## src/rtl/tempsense_pkg.sv

```systemverilog
// Shared types and helpers for the delay-based temperature sensor controller.
package tempsense_pkg;

    typedef enum logic [2:0] {
        S_IDLE  = 3'd0,
        S_PRE   = 3'd1,
        S_TRANS = 3'd2,
        S_MEAS  = 3'd3,
        S_DONE  = 3'd4
    } state_t;

    function automatic int calc_ch_w(input int n);
        return ($clog2(n) > 1) ? $clog2(n) : 1;
    endfunction

    function automatic logic [31:0] vmax(input int n);
        return (n >= 32) ? 32'hFFFF_FFFF : ((32'd1 << n) - 32'd1);
    endfunction

    function automatic logic [31:0] vmin();
        return 32'd0;
    endfunction

endpackage

```

## src/rtl/tempsense_sync.sv

```systemverilog
// Two-flop synchroniser for one sensor output, followed by a rising-edge detector.
module tempsense_sync (
    input  logic clk,
    input  logic reset_n,
    input  logic i_async,
    output logic o_rise
);

    logic r_s1, r_s2, r_s3;

    always_ff @(posedge clk or negedge reset_n) begin
        if (!reset_n) begin
            r_s1 <= 1'b0;
            r_s2 <= 1'b0;
            r_s3 <= 1'b0;
        end else begin
            r_s1 <= i_async;
            r_s2 <= r_s1;
            r_s3 <= r_s2;
        end
    end

    // A line already high before measurement never yields a pulse here.
    assign o_rise = r_s2 & ~r_s3;

endmodule

```

## src/rtl/tempsense_ctrl.sv

```systemverilog
// Sequences sensor channels through precharge/transition/measure and digitises
// the sensor delay as a saturating cycle count.
module tempsense_ctrl
    import tempsense_pkg::*;
#(
    parameter int N_VDAC = 5,
    parameter int N_CH   = 2,
    parameter int CNT_W  = 12,
    parameter int PH_W   = 4,
    parameter int CH_W   = calc_ch_w(N_CH)
) (
    input  logic              clk,
    input  logic              reset_n,
    input  logic              i_start,
    input  logic              i_continuous,
    input  logic [CH_W-1:0]   i_ch_sel,
    input  logic [N_VDAC-1:0] i_dac_cfg,
    input  logic [PH_W-1:0]   i_pre_cycles,
    input  logic [PH_W-1:0]   i_trans_cycles,
    input  logic              i_quick_transition,
    input  logic [N_CH-1:0]   i_tempdelay,
    output logic [N_VDAC-1:0] o_dac_data,
    output logic [N_CH-1:0]   o_dac_en,
    output logic [N_CH-1:0]   o_precharge_n,
    output logic [CNT_W-1:0]  o_result,
    output logic [CH_W-1:0]   o_result_ch,
    output logic              o_valid,
    output logic              o_timeout,
    output logic              o_busy,
    output logic [2:0]        o_state
);

    localparam logic [N_VDAC-1:0] VMAX    = N_VDAC'(vmax(N_VDAC));
    localparam logic [N_VDAC-1:0] VMIN    = N_VDAC'(vmin());
    localparam logic [CNT_W-1:0]  CNT_MAX = '1;
    localparam logic [CH_W:0]     N_CH_V  = (CH_W+1)'(N_CH);
    localparam int                RW      = 2**CH_W;

    state_t             r_state, w_state_nxt;
    logic [CH_W-1:0]    r_ch, w_ch_nxt, w_ch_inc;
    logic [PH_W-1:0]    r_ph, w_ph_nxt;
    logic [CNT_W-1:0]   r_cnt, w_cnt_nxt, w_cnt_inc;
    logic [N_CH-1:0]    w_rise, w_oh_nxt, w_dac_en, w_pre_n;
    logic [RW-1:0]      w_rise_pad;
    logic [N_VDAC-1:0]  w_dac;
    logic               w_sel_ok;

    for (genvar g = 0; g < N_CH; g++) begin : g_sync
        tempsense_sync u_sync (
            .clk     (clk),
            .reset_n (reset_n),
            .i_async (i_tempdelay[g]),
            .o_rise  (w_rise[g])
        );
    end

    assign w_rise_pad = RW'(w_rise);
    assign w_sel_ok   = ({1'b0, i_ch_sel} < N_CH_V);
    assign w_ch_inc   = ({1'b0, r_ch} == N_CH_V - 1'b1) ? '0 : r_ch + 1'b1;
    assign w_cnt_inc  = (r_cnt == CNT_MAX) ? r_cnt : r_cnt + 1'b1;
    assign w_oh_nxt   = N_CH'(1) << w_ch_nxt;
    assign o_state    = r_state;

    always_comb begin
        w_state_nxt = r_state;
        w_ch_nxt    = r_ch;
        w_ph_nxt    = r_ph;
        w_cnt_nxt   = r_cnt;
        case (r_state)
            S_IDLE: if (i_start) begin
                w_state_nxt = S_PRE;
                w_ch_nxt    = w_sel_ok ? i_ch_sel : '0;
                w_ph_nxt    = i_pre_cycles;
            end
            S_PRE: if (r_ph == '0) begin
                w_state_nxt = S_TRANS;
                w_ph_nxt    = i_trans_cycles;
                w_cnt_nxt   = '0;
            end else begin
                w_ph_nxt = r_ph - 1'b1;
            end
            S_TRANS: begin
                w_cnt_nxt = w_cnt_inc;
                if (r_ph == '0) w_state_nxt = S_MEAS;
                else            w_ph_nxt    = r_ph - 1'b1;
            end
            S_MEAS: begin
                w_cnt_nxt = w_cnt_inc;
                if (w_rise_pad[r_ch] || w_cnt_inc == CNT_MAX) w_state_nxt = S_DONE;
            end
            S_DONE: if (i_continuous) begin
                w_state_nxt = S_PRE;
                w_ch_nxt    = w_ch_inc;
                w_ph_nxt    = i_pre_cycles;
            end else begin
                w_state_nxt = S_IDLE;
            end
            default: w_state_nxt = S_IDLE;
        endcase
    end

    // Outputs are decoded from the next state so the registered copies line up with r_state.
    always_comb begin
        w_dac_en = '0;
        w_pre_n  = '0;
        w_dac    = VMAX;
        case (w_state_nxt)
            S_PRE, S_DONE: w_dac_en = w_oh_nxt;
            S_TRANS: begin
                w_dac_en = w_oh_nxt;
                w_pre_n  = w_oh_nxt;
                w_dac    = (i_quick_transition && r_state == S_TRANS) ? i_dac_cfg : VMIN;
            end
            S_MEAS: begin
                w_dac_en = w_oh_nxt;
                w_pre_n  = w_oh_nxt;
                w_dac    = i_dac_cfg;
            end
            default: ;
        endcase
    end

    always_ff @(posedge clk or negedge reset_n) begin
        if (!reset_n) begin
            r_state       <= S_IDLE;
            r_ch          <= '0;
            r_ph          <= '0;
            r_cnt         <= '0;
            o_result      <= '0;
            o_result_ch   <= '0;
            o_timeout     <= 1'b0;
            o_valid       <= 1'b0;
            o_busy        <= 1'b0;
            o_dac_en      <= '0;
            o_precharge_n <= '0;
            o_dac_data    <= VMAX;
        end else begin
            r_state       <= w_state_nxt;
            r_ch          <= w_ch_nxt;
            r_ph          <= w_ph_nxt;
            r_cnt         <= w_cnt_nxt;
            o_valid       <= (w_state_nxt == S_DONE);
            o_busy        <= (w_state_nxt != S_IDLE);
            o_dac_en      <= w_dac_en;
            o_precharge_n <= w_pre_n;
            o_dac_data    <= w_dac;
            if (r_state == S_MEAS && w_state_nxt == S_DONE) begin
                o_result    <= w_cnt_inc;
                o_result_ch <= r_ch;
                o_timeout   <= (w_cnt_inc == CNT_MAX);
            end
        end
    end

endmodule

```

## config.mk

```make
export PLATFORM = sky130hd
export DESIGN_NAME = tempsense_ctrl
export DESIGN_NICKNAME = d
export VERILOG_FILES = /design/src/rtl/tempsense_pkg.sv /design/src/rtl/tempsense_sync.sv /design/src/rtl/tempsense_ctrl.sv
export SDC_FILE = /design/constraint.sdc
export NUM_CORES = 1
export LEC_CHECK = 0
export BUFFER_PORTS_ARGS = -buffer_cell sky130_fd_sc_hd__buf_2
export CAP_MARGIN = 0
export CORE_MARGIN = 1.5
export CORE_UTILIZATION = 45
export CTS_CLUSTER_DIAMETER = 80
export DETAILED_ROUTE_END_ITERATION = 6
export GPL_ROUTABILITY_DRIVEN = 0
export PLACE_DENSITY_LB_ADDON = 0.05
export SLEW_MARGIN = 20
export SYNTH_ARGS = -nofsm -noshare
export SYNTH_HDL_FRONTEND = slang
export SYNTH_SLANG_ARGS = --single-unit
```

## constraint.sdc

```tcl
create_clock -name clk -period 3.85 [get_ports clk]
set_input_delay 0.385 -clock clk [delete_from_list [all_inputs] [get_ports clk]]
set_output_delay 0.385 -clock clk [all_outputs]
set_load 0.05 [all_outputs]
```

==> impl_metrics.toml, run 1 <==
[placement]
dpl_worst_slack_ps = 803
numPortBuffers = 48
place_hpwl_um = 4030

[setup_path]
regToRegEndpoint = "o_result[2]$_DFFE_PN0P_"
cpMostUsedCell = "nand3_4"
cp_cell_sequence = "ha_1 -> nand3_4 -> nor3_1 -> o21ai_0 -> or4_4 -> o21ai_2 -> nand3_4 -> mux2_4"
critPathMaxFanout = 15
crit_slowest_cell = "dfrtp_1"
crit_type = "reg -> reg"
critPathLaunchType = "flop"
slowest_delay_ps = 510
reg2reg_from = "r_cnt[0]$_DFFE_PN0P_"
end_kind = "flop"
crit_arrival_ps = 3260
worst-r2r-cell-count = 8
cp-startpoint = "r_cnt[0]$_DFFE_PN0P_"
crit_required_ps = 4050
reg2reg_slack_ps = 790

[logic_synthesis]
ys_seq_elements = 51
synthFlopType = "dfrtp_1"
yosysWarnings = 0
syn_area_um2 = 2670
synth.top_cell.area_share_pct = 43.1
yosysMostFrequentCell = "dfrtp_1"
synth_edf_count = 0
synth_common_cells = "46 x dfrtp_1, 26 x o21ai_0, 19 x nand2_1, 13 x nor2_1, 11 x inv_1"
syn_inst = 258
syn-mean-instance-area_um2 = 10.4
synth_area_leaders = "dfrtp_1 43%, dfstp_2 4.9%, o21ai_0 4.9%"
synthArstFlopShare_pct = 100
ys_types = 54
synth-seq-area-share_pct = 48.0
syn-num-nets = 282
yosysTopAreaCell = "dfrtp_1"

[min_path]
hold_path_class = "in -> async"

[floorplan]
dieWidth_um = 80.1
core_area_um2 = 5610
die_height_um = 80.1
io_pins = 49
row_count = 27
start_util_pct = 47.7
dieArea_um2 = 6410

[clocking]
htree_levels = 2
ctsResizeCount = 0
postCtsHoldBufs = 0
cts_tree = "built"
insertion_delay_ps = 310
root_buffer = "clkbuf_8"
cts.sinks = 51
clk_pin_slew_worst_paths_ps = 100
cts_made_buffers = 5
postCtsSetupRepairBufs = 0
cts_buffer_depth = 2

[global_routing]
grt_usage_pct = 20.2
antenna_found_initial = 0
gr-total-overflow = 0
grt_max_degree = 52
grt_pass1_vias = 1977
grt_pass1_wl_um = 9850

[timing]
fin_crit_ps = 3060
finalSetupViolations = 0
finalCritPeriodShare_pct = 79.6
rsz0062_at_grt = "false"
worstMarginPinSlew_ps = 747
hold_viol = 0
fmax_mhz = 326
setup_tns_ps = 0
report.final.slew_viol_count = 0
fin_worst_skew_ps = 5.62
setup_slack_ps = 787
max-slew-margin-rel_pct = 50.2

[detailed_routing]
wirelength_um = 5710
via_per_inst = 5.74
dr.pass1.iters = 4
drc = 0
vias = 2134
drt-wirelength-per-cell_um = 15.3
drtIter0Drc = 169
ant_nets = 0

[power_and_ir_drop]
intPower_mw = 1.24
power.net_switching_mw = 1.03
clockPowerShare_pct = 17.7
pwr-share-comb_pct = 45.8
peakVddDrop_mv = 0.391
power-per-cell-area_nw_per_um2 = 746
p_total_mw = 2.27
swShare_pct = 45.5
leakage_nw = 1.42
p_seq_share_pct = 36.6

[layout]
diodes = 0
final_nets = 323
fillerInstances = 535
areaGrowthSynthToFinish_pct = 13.7
fin_util_pct = 54.2
drive_above_1_share_pct = 29.3

[run_status]
status = "finished clean"

[job]
drv_cap = 0
==> power groups by stage <==
| stage | sequential [mW] | clock (mW) | combinational, mW |
|---|---|---|---|
| finish | 0.829 | 0.401 | 1.04 |
| global route | 0.855 | 0.439 | 1.15 |
| CTS | 0.830 | 0.413 | 1.05 |
| detailed placement | 0.841 | 0 | 1.04 |
| global placement | 0.837 | 0 | 1.04 |
| floorplan | 1.05 | 0 | 0.606 |
==> kinds of logic (layout without fill, tap and decap cells) <==
logic type / after synthesis / count (layout) / synth area share, %
compound gates: 77 / 77 / 19.5
xor+xnor: 4 / 4 / 1.31
fa+ha+maj: 3 / 3 / 1.40
buf+inv: 27 / 69 / 5.29
flops: 51 / 51 / 48.0
mux: 15 / 15 / 6.74
simple gates: 81 / 81 / 17.7
==> final cells by class <==
| cell class | count | area (um2) | share of cell area [%] |
|---|---|---|---|
| Timing Repair Buffer | 50 | 255 | 8.40 |
| Inverter | 11 | 41.3 | 1.36 |
| Clock buffer | 6 | 82.6 | 2.72 |
| Clock inverter | 2 | 38.8 | 1.28 |
| Sequential cell | 51 | 1280 | 42.2 |
| Multi-Input combinational cell | 180 | 1250 | 41.1 |
| Tap cell | 72 | 90.1 | 2.96 |
==> per-stage QoR <==
step           area, um2  instances  hold slack [ps]
2_1_floorplan       2670        258             89.4
5_1_grt             3040        372              153
6_report            3040        372              151
3_3_place_gp        2920        364              332
3_5_place_dp        2920        364              335
4_1_cts             3040        372              167
==> state kept, by name, indices dropped and copies added, names as in the netlist <==
register / count
g_sync.u_sync.r_s1: 2
g_sync.u_sync.r_s2: 2
g_sync.u_sync.r_s3: 2
o_busy: 1
o_dac_data: 5
o_dac_en: 2
o_precharge_n: 2
o_result: 12
o_result_ch: 1
o_state: 3
o_timeout: 1
o_valid: 1
r_ch: 1
r_cnt: 12
r_ph: 4
==> how the worst max path moves through the flow <==
stage	end	slack, ps	depth (start not counted)
floorplan	o_result[1]$_DFFE_PN0P_	1150	11
global placement	o_result[1]$_DFFE_PN0P_	880	8
detailed placement	o_result[2]$_DFFE_PN0P_	800	8
CTS	o_result[2]$_DFFE_PN0P_	780	8
global route	o_result[2]$_DFFE_PN0P_	570	8
finish	o_result[2]$_DFFE_PN0P_	790	8
==> placed cells by master, fill, tap and decap left out, types with 6 or more instances in the layout <==
master	instances
a21o_1	7
a21oi_1	7
a22o_1	7
a31oi_1	7
buf_2	48
clkbuf_8	6
dfrtp_1	46
inv_1	11
mux2_2	8
nand2_1	19
nand3_1	10
nor2_1	13
o21ai_0	26
==> worst max-delay path: cells and delay by family (launching register included) <==
kind,cells,cell delay [ps]
fa+ha+maj,1,420
compound gates,2,470
mux,1,380
simple gates,4,1180
flops,1,510
==> per-layer routing <==
metal / part of all wire, % / track usage, % / vias to the layer above
met5: 0 / 0 / -
li1: - / - / 1029
met3: 5.7 / 4.20 / 6
met2: 47 / 31.6 / 63
met1: 47 / 28.1 / 1036
met4: 1.2 / 6.38 / 0
Power figures use the tool's default switching activity.
==> inputs of run 2 (changes only) <==
==> constraint.sdc (replaced) <==
create_clock -name clk -period 2.7 [get_ports clk]
set_input_delay 0.27 -clock clk [delete_from_list [all_inputs] [get_ports clk]]
set_output_delay 0.27 -clock clk [all_outputs]
set_load 0.05 [all_outputs]
==> run 2 against run 1 <==
Critical path type unchanged. Sequential power grew 39%. Worst setup slack lost 660 ps. Maximum frequency grew 19%. The flow now finishes with violations (negative hold slack). Worst hold slack lost 210 ps. Non-clock buffer count grew 26. First-iteration DRC count shrank 5.9%. Count of clock-buffer cells in the layout is the same.
==> impl_metrics.toml, run 2 (same netlist as run 1, synthesis figures left out) <==
[run_status]
status = "complete, but fails checks"
violations = "negative hold slack"

[clocking]
htree_levels = 2
cts_tree = "built"
cts.sinks = 51
root_buffer = "clkbuf_8"
cts_made_buffers = 5
clk_pin_slew_worst_paths_ps = 90
ctsResizeCount = 0
postCtsHoldBufs = 0
cts_buffer_depth = 2
insertion_delay_ps = 300
postCtsSetupRepairBufs = 0

[detailed_routing]
drt-wirelength-per-cell_um = 15.1
drtIter0Drc = 159
dr.pass1.iters = 4
vias = 2259
via_per_inst = 5.66
wirelength_um = 6040
ant_nets = 0
drc = 0

[layout]
final_cell_mix = "47 x buf_2, 44 x dfrtp_1, 29 x buf_4"
final_nets = 350
diodes = 0
final_common_cell = "buf_2"
regArea_um2 = 1280
fillerInstances = 524
drive_above_1_share_pct = 36.7
largest_registers = "o_result: 12 flops, r_cnt: 12 flops, o_dac_data: 5 flops"
multiInputGateArea_um2 = 1280
areaGrowthSynthToFinish_pct = 22.1

[global_routing]
grt_usage_pct = 20.6
grt_pass1_vias = 2057
grt_pass1_wl_um = 10100
antenna_found_initial = 0
gr-total-overflow = 0
grt_max_degree = 48

[power_and_ir_drop]
power-per-cell-area_nw_per_um2 = 1030
leakage_nw = 1.53
peakVddDrop_mv = 0.518
p_total_mw = 3.35

[setup_path]
critPathLaunchType = "flop"
crit_arrival_ps = 2760
end_kind = "flop"
crit_required_ps = 2890
cp-startpoint = "r_cnt[0]$_DFFE_PN0P_"
cp_top_family = "simple AND/OR/NAND/NOR gates"
reg2reg_from = "r_cnt[0]$_DFFE_PN0P_"
path_buf_inv = 0
crit_type = "reg -> reg"
cp_cell_sequence = "ha_2 -> and4_1 -> a41oi_2 -> nand2_1 -> or4_4 -> o21ai_4 -> nand3_4 -> mux2_4"
crit_slowest_cell = "or4_4"
slowest_delay_ps = 570
critPathMaxFanout = 8

[floorplan]
io_pins = 49
core_area_um2 = 5610
dieWidth_um = 80.1
start_util_pct = 47.7
die_height_um = 80.1
dieArea_um2 = 6410
row_count = 27

[timing]
rsz0062_at_grt = "false"
fmax_mhz = 389
report.final.slew_viol_count = 0
finalCritPeriodShare_pct = 95.1
finalSetupViolations = 0
worstMarginPinSlew_ps = 601
hold_slack_ps = -60.1
max-slew-margin-rel_pct = 59.9
fin_worst_skew_ps = 6.69
setup_tns_ps = 0
fin_crit_ps = 2570
hold_viol = 46

[min_path]
hold_path_class = "in -> async"

[job]
drv_cap = 0

[placement]
place_hpwl_um = 4440
numPortBuffers = 48
-- run 2: where the power goes --
group          total (mW)  internal (mW)  leakage, nW  switching (mW)
combinational        1.67          0.607        0.838            1.06
clock               0.527          0.277       0.0514           0.250
sequential           1.15          0.973        0.646           0.178
total                3.35           1.86         1.53            1.49
-- run 2: final cells by class --
cell class              instances  share of cell area, %
inverters                      11                   1.27
well taps                      72                   2.76
repair buffers                 76                   13.9
clock inverters                 2                   1.15
multi-input cells             181                   39.3
flip-flops and latches         51                   39.4
clock buffers                   6                   2.22
-- run 2: metrics by stage --
step / area [um2] / hold WS [ps] / setup slack, ps / utilization [%] / std cells
after global routing: 3260 / 3.06 / 17.7 / 58.2 / 399
final: 3260 / -60.1 / 131 / 58.2 / 399
after detailed placement: 3120 / 342 / 85.1 / 55.6 / 390
after floorplan: 2680 / -25.6 / 9.65 / - / 258
after CTS: 3230 / 55.9 / 30.7 / 57.6 / 398
after global placement: 3120 / 332 / 112 / 55.6 / 390
-- run 2: final timing paths --
kind | endpoint | slack [ps] | cells after the start
max in group asynchronous | o_dac_data[3]$_DFF_PN1_ | 2160 | 2
worst max register to register | o_result[2]$_DFFE_PN0P_ | 130 | 8
worst min register to register | g_sync[0].u_sync.r_s2$_DFF_PN0_ | 360 | 0
worst min-delay path | r_ph[1]$_DFFE_PN0P_ | -60 | 1
min in group clk | g_sync[0].u_sync.r_s1$_DFF_PN0_ | 70 | 1
worst max-delay path | o_result[2]$_DFFE_PN0P_ | 130 | 8
-- run 2: layer usage --
metal  global-route usage [%]  vias to the layer above  share of wire [%]
met5                        0                        -                  0
met2                     33.1                       73                 48
met4                     6.03                        0                1.9
met3                     3.98                       12                5.1
li1                         -                     1084                  -
met1                     28.1                     1090                 45
==> inputs of run 3 (changes only) <==
--- a/config.mk
+++ b/config.mk
@@ -5,13 +5,14 @@
 export SDC_FILE = /design/constraint.sdc
 export NUM_CORES = 1
 export LEC_CHECK = 0
-export BUFFER_PORTS_ARGS = -buffer_cell sky130_fd_sc_hd__buf_2
 export CAP_MARGIN = 0
 export CORE_MARGIN = 1.5
 export CORE_UTILIZATION = 45
 export CTS_CLUSTER_DIAMETER = 80
 export DETAILED_ROUTE_END_ITERATION = 6
+export DONT_BUFFER_PORTS = 1
 export GPL_ROUTABILITY_DRIVEN = 0
+export MAX_ROUTING_LAYER = met4
 export PLACE_DENSITY_LB_ADDON = 0.05
 export SLEW_MARGIN = 20
 export SYNTH_ARGS = -nofsm -noshare
==> run 3 against run 2 <==
The run now ends clean. Flip-flop and latch count did not move. Clock power up 4.4%. Worst hold slack gained 120 ps. Via count is 8.4% lower. Register-to-register slack got worse by 60 ps. Clock skew up 5.8 ps. Routed wire length rose by 2.0%. Final cell count shrank 11%. First-iteration DRC count down 57%. Total power is 1.2% lower. Design area is 5.8% lower. Sequential share of layout area up 2.3 points. Largest power group is now registers. Highest routed layer unchanged.
==> impl_metrics.toml, run 3 (same netlist as run 1, synthesis figures left out) <==
[setup_path]
cp-endpoint = "o_result[8]$_DFFE_PN0P_"
critPathLaunchType = "flop"
end_kind = "flop"
crit_type = "reg -> reg"
regToRegEndpoint = "o_result[8]$_DFFE_PN0P_"
reg2reg_slack_ps = 70
cp-startpoint = "r_cnt[0]$_DFFE_PN0P_"
reg2reg_from = "r_cnt[0]$_DFFE_PN0P_"
crit_arrival_ps = 2830
crit_required_ps = 2900
critPathMaxFanout = 7
worst-r2r-cell-count = 8

[layout]
drive_above_1_share_pct = 24.7
final_common_cell = "dfrtp_1"
final_cell_mix = "46 x dfrtp_1, 28 x buf_4, 26 x o21ai_0"
largest_registers = "o_result: 12 flops, r_cnt: 12 flops, o_dac_data: 5 flops"
areaGrowthSynthToFinish_pct = 15.0
fillerInstances = 545
diodes = 0
final_nets = 306

[job]
drv_cap = 0

[clocking]
cts_made_buffers = 5
cts.sinks = 51
clk_pin_slew_worst_paths_ps = 100
insertion_delay_ps = 310
htree_levels = 2
cts_buffer_depth = 2
cts_tree = "built"
root_buffer = "clkbuf_8"

[detailed_routing]
drt-wirelength-per-cell_um = 17.3
drtIter0Drc = 69
ant_nets = 0
via_per_inst = 5.83
wirelength_um = 6160
drc = 0
dr.pass1.iters = 4
vias = 2070

[floorplan]
io_pins = 49
core_area_um2 = 5610
dieWidth_um = 80.1
die_height_um = 80.1
dieArea_um2 = 6410
start_util_pct = 47.7
row_count = 27

[timing]
finalCritPeriodShare_pct = 97.4
fin_crit_ps = 2630
report.final.slew_viol_count = 0
max-slew-margin-rel_pct = 66.3
worstMarginPinSlew_ps = 503
setup_tns_ps = 0
fin_worst_skew_ps = 12.5
setup_slack_ps = 68.9
fmax_mhz = 380
finalSetupViolations = 0
rsz0062_at_grt = "true"
hold_viol = 0

[global_routing]
grt_max_degree = 52
grt_pass1_wl_um = 10100
grt_pass1_vias = 1956
antenna_found_initial = 0
grt_usage_pct = 21.3
gr-total-overflow = 0

[run_status]
status = "finished clean"

[power_and_ir_drop]
peakVddDrop_mv = 0.492
power-per-cell-area_nw_per_um2 = 1080
leakage_nw = 1.36

[placement]
numPortBuffers = 0
place_hpwl_um = 4300
dpl_worst_slack_ps = 88.5

[min_path]
hold_path_class = "in -> reg"
min-delay-start = "i_dac_cfg[4]"
worstHoldPathCells = 1
-- run 3: cell types whose count changed in the layout (fill, tap and decap cells not counted), sizes merged --
cell,delta
inv,+1
buf,-47
dlygate4sd3,+3
clkbuf,-1
-- run 3: routing by layer --
| layer | global-route usage [%] | wire length (um) | share of wire (%) | vias to the layer above |
|---|---|---|---|---|
| met5 | - | 0 | 0 | - |
| li1 | - | - | - | 1002 |
| met4 | 8.28 | 124 | 2.0 | 0 |
| met3 | 4.20 | 265 | 4.3 | 11 |
| met1 | 28.8 | 2890 | 47 | 1006 |
| met2 | 31.4 | 2880 | 47 | 51 |
-- run 3: what timing repair did --
| action | in CTS | in global routing |
|---|---|---|
| endpoints found under the setup margin | 0 | 9 |
| resized for setup | 0 | 2 |
| endpoints found under the hold margin | 53 | 0 |
| buffers inserted | 0 | 2 |
| hold buffers | 4 | 0 |
-- run 3: how the worst min path moves through the flow --
stage	to	slack [ps]
4_1_cts	o_dac_data[1]$_DFF_PN1_	60
6_report	o_dac_data[4]$_DFF_PN1_	60
2_1_floorplan	g_sync[0].u_sync.r_s1$_DFF_PN0_	-30
3_5_place_dp	r_ph[1]$_DFFE_PN0P_	-20
3_3_place_gp	r_ph[1]$_DFFE_PN0P_	-20
5_1_grt	o_dac_data[4]$_DFF_PN1_	50
-- run 3: cell type report --
class                      count  area [um2]  area share (%)
sequential                    51        1280            41.7
timing repair buffer          32         268            8.71
tap                           72        90.1            2.93
clock inverter                 3        46.3            1.51
clock buffer                   5        68.8            2.24
multi-input combinational    181        1280            41.5
inverter                      11        41.3            1.34
-- run 3: through the flow --
| step | instances | utilization (%) | total power, mW | hold WS [ps] | instance area, um2 |
|---|---|---|---|---|---|
| 2_1_floorplan | 258 | - | 2.36 | -25.6 | 2680 |
| 3_3_place_gp | 340 | 51.1 | 2.73 | -24.5 | 2870 |
| 3_5_place_dp | 340 | 51.1 | 2.74 | -24.5 | 2870 |
| 4_1_cts | 352 | 54.2 | 3.32 | 58.9 | 3040 |
| 5_1_grt | 355 | 54.8 | 3.55 | 46.5 | 3070 |
| 6_report | 355 | 54.8 | 3.31 | 64.0 | 3070 |
-- run 3: power breakdown --
part | total (mW) | switching (mW) | internal, mW
Combinational | 1.28 | 0.723 | 0.554
Clock | 0.550 | 0.270 | 0.279
Sequential | 1.48 | 0.505 | 0.978
-- run 3: worst max-delay path: stages, from the launching register on --
cell     delay (ps)
dfrtp_1         390
ha_1            250
and4_1          250
a41oi_2         180
nand2_1          80
or4_4           560
o21ai_4         240
nand3_2         240
mux2_2          340
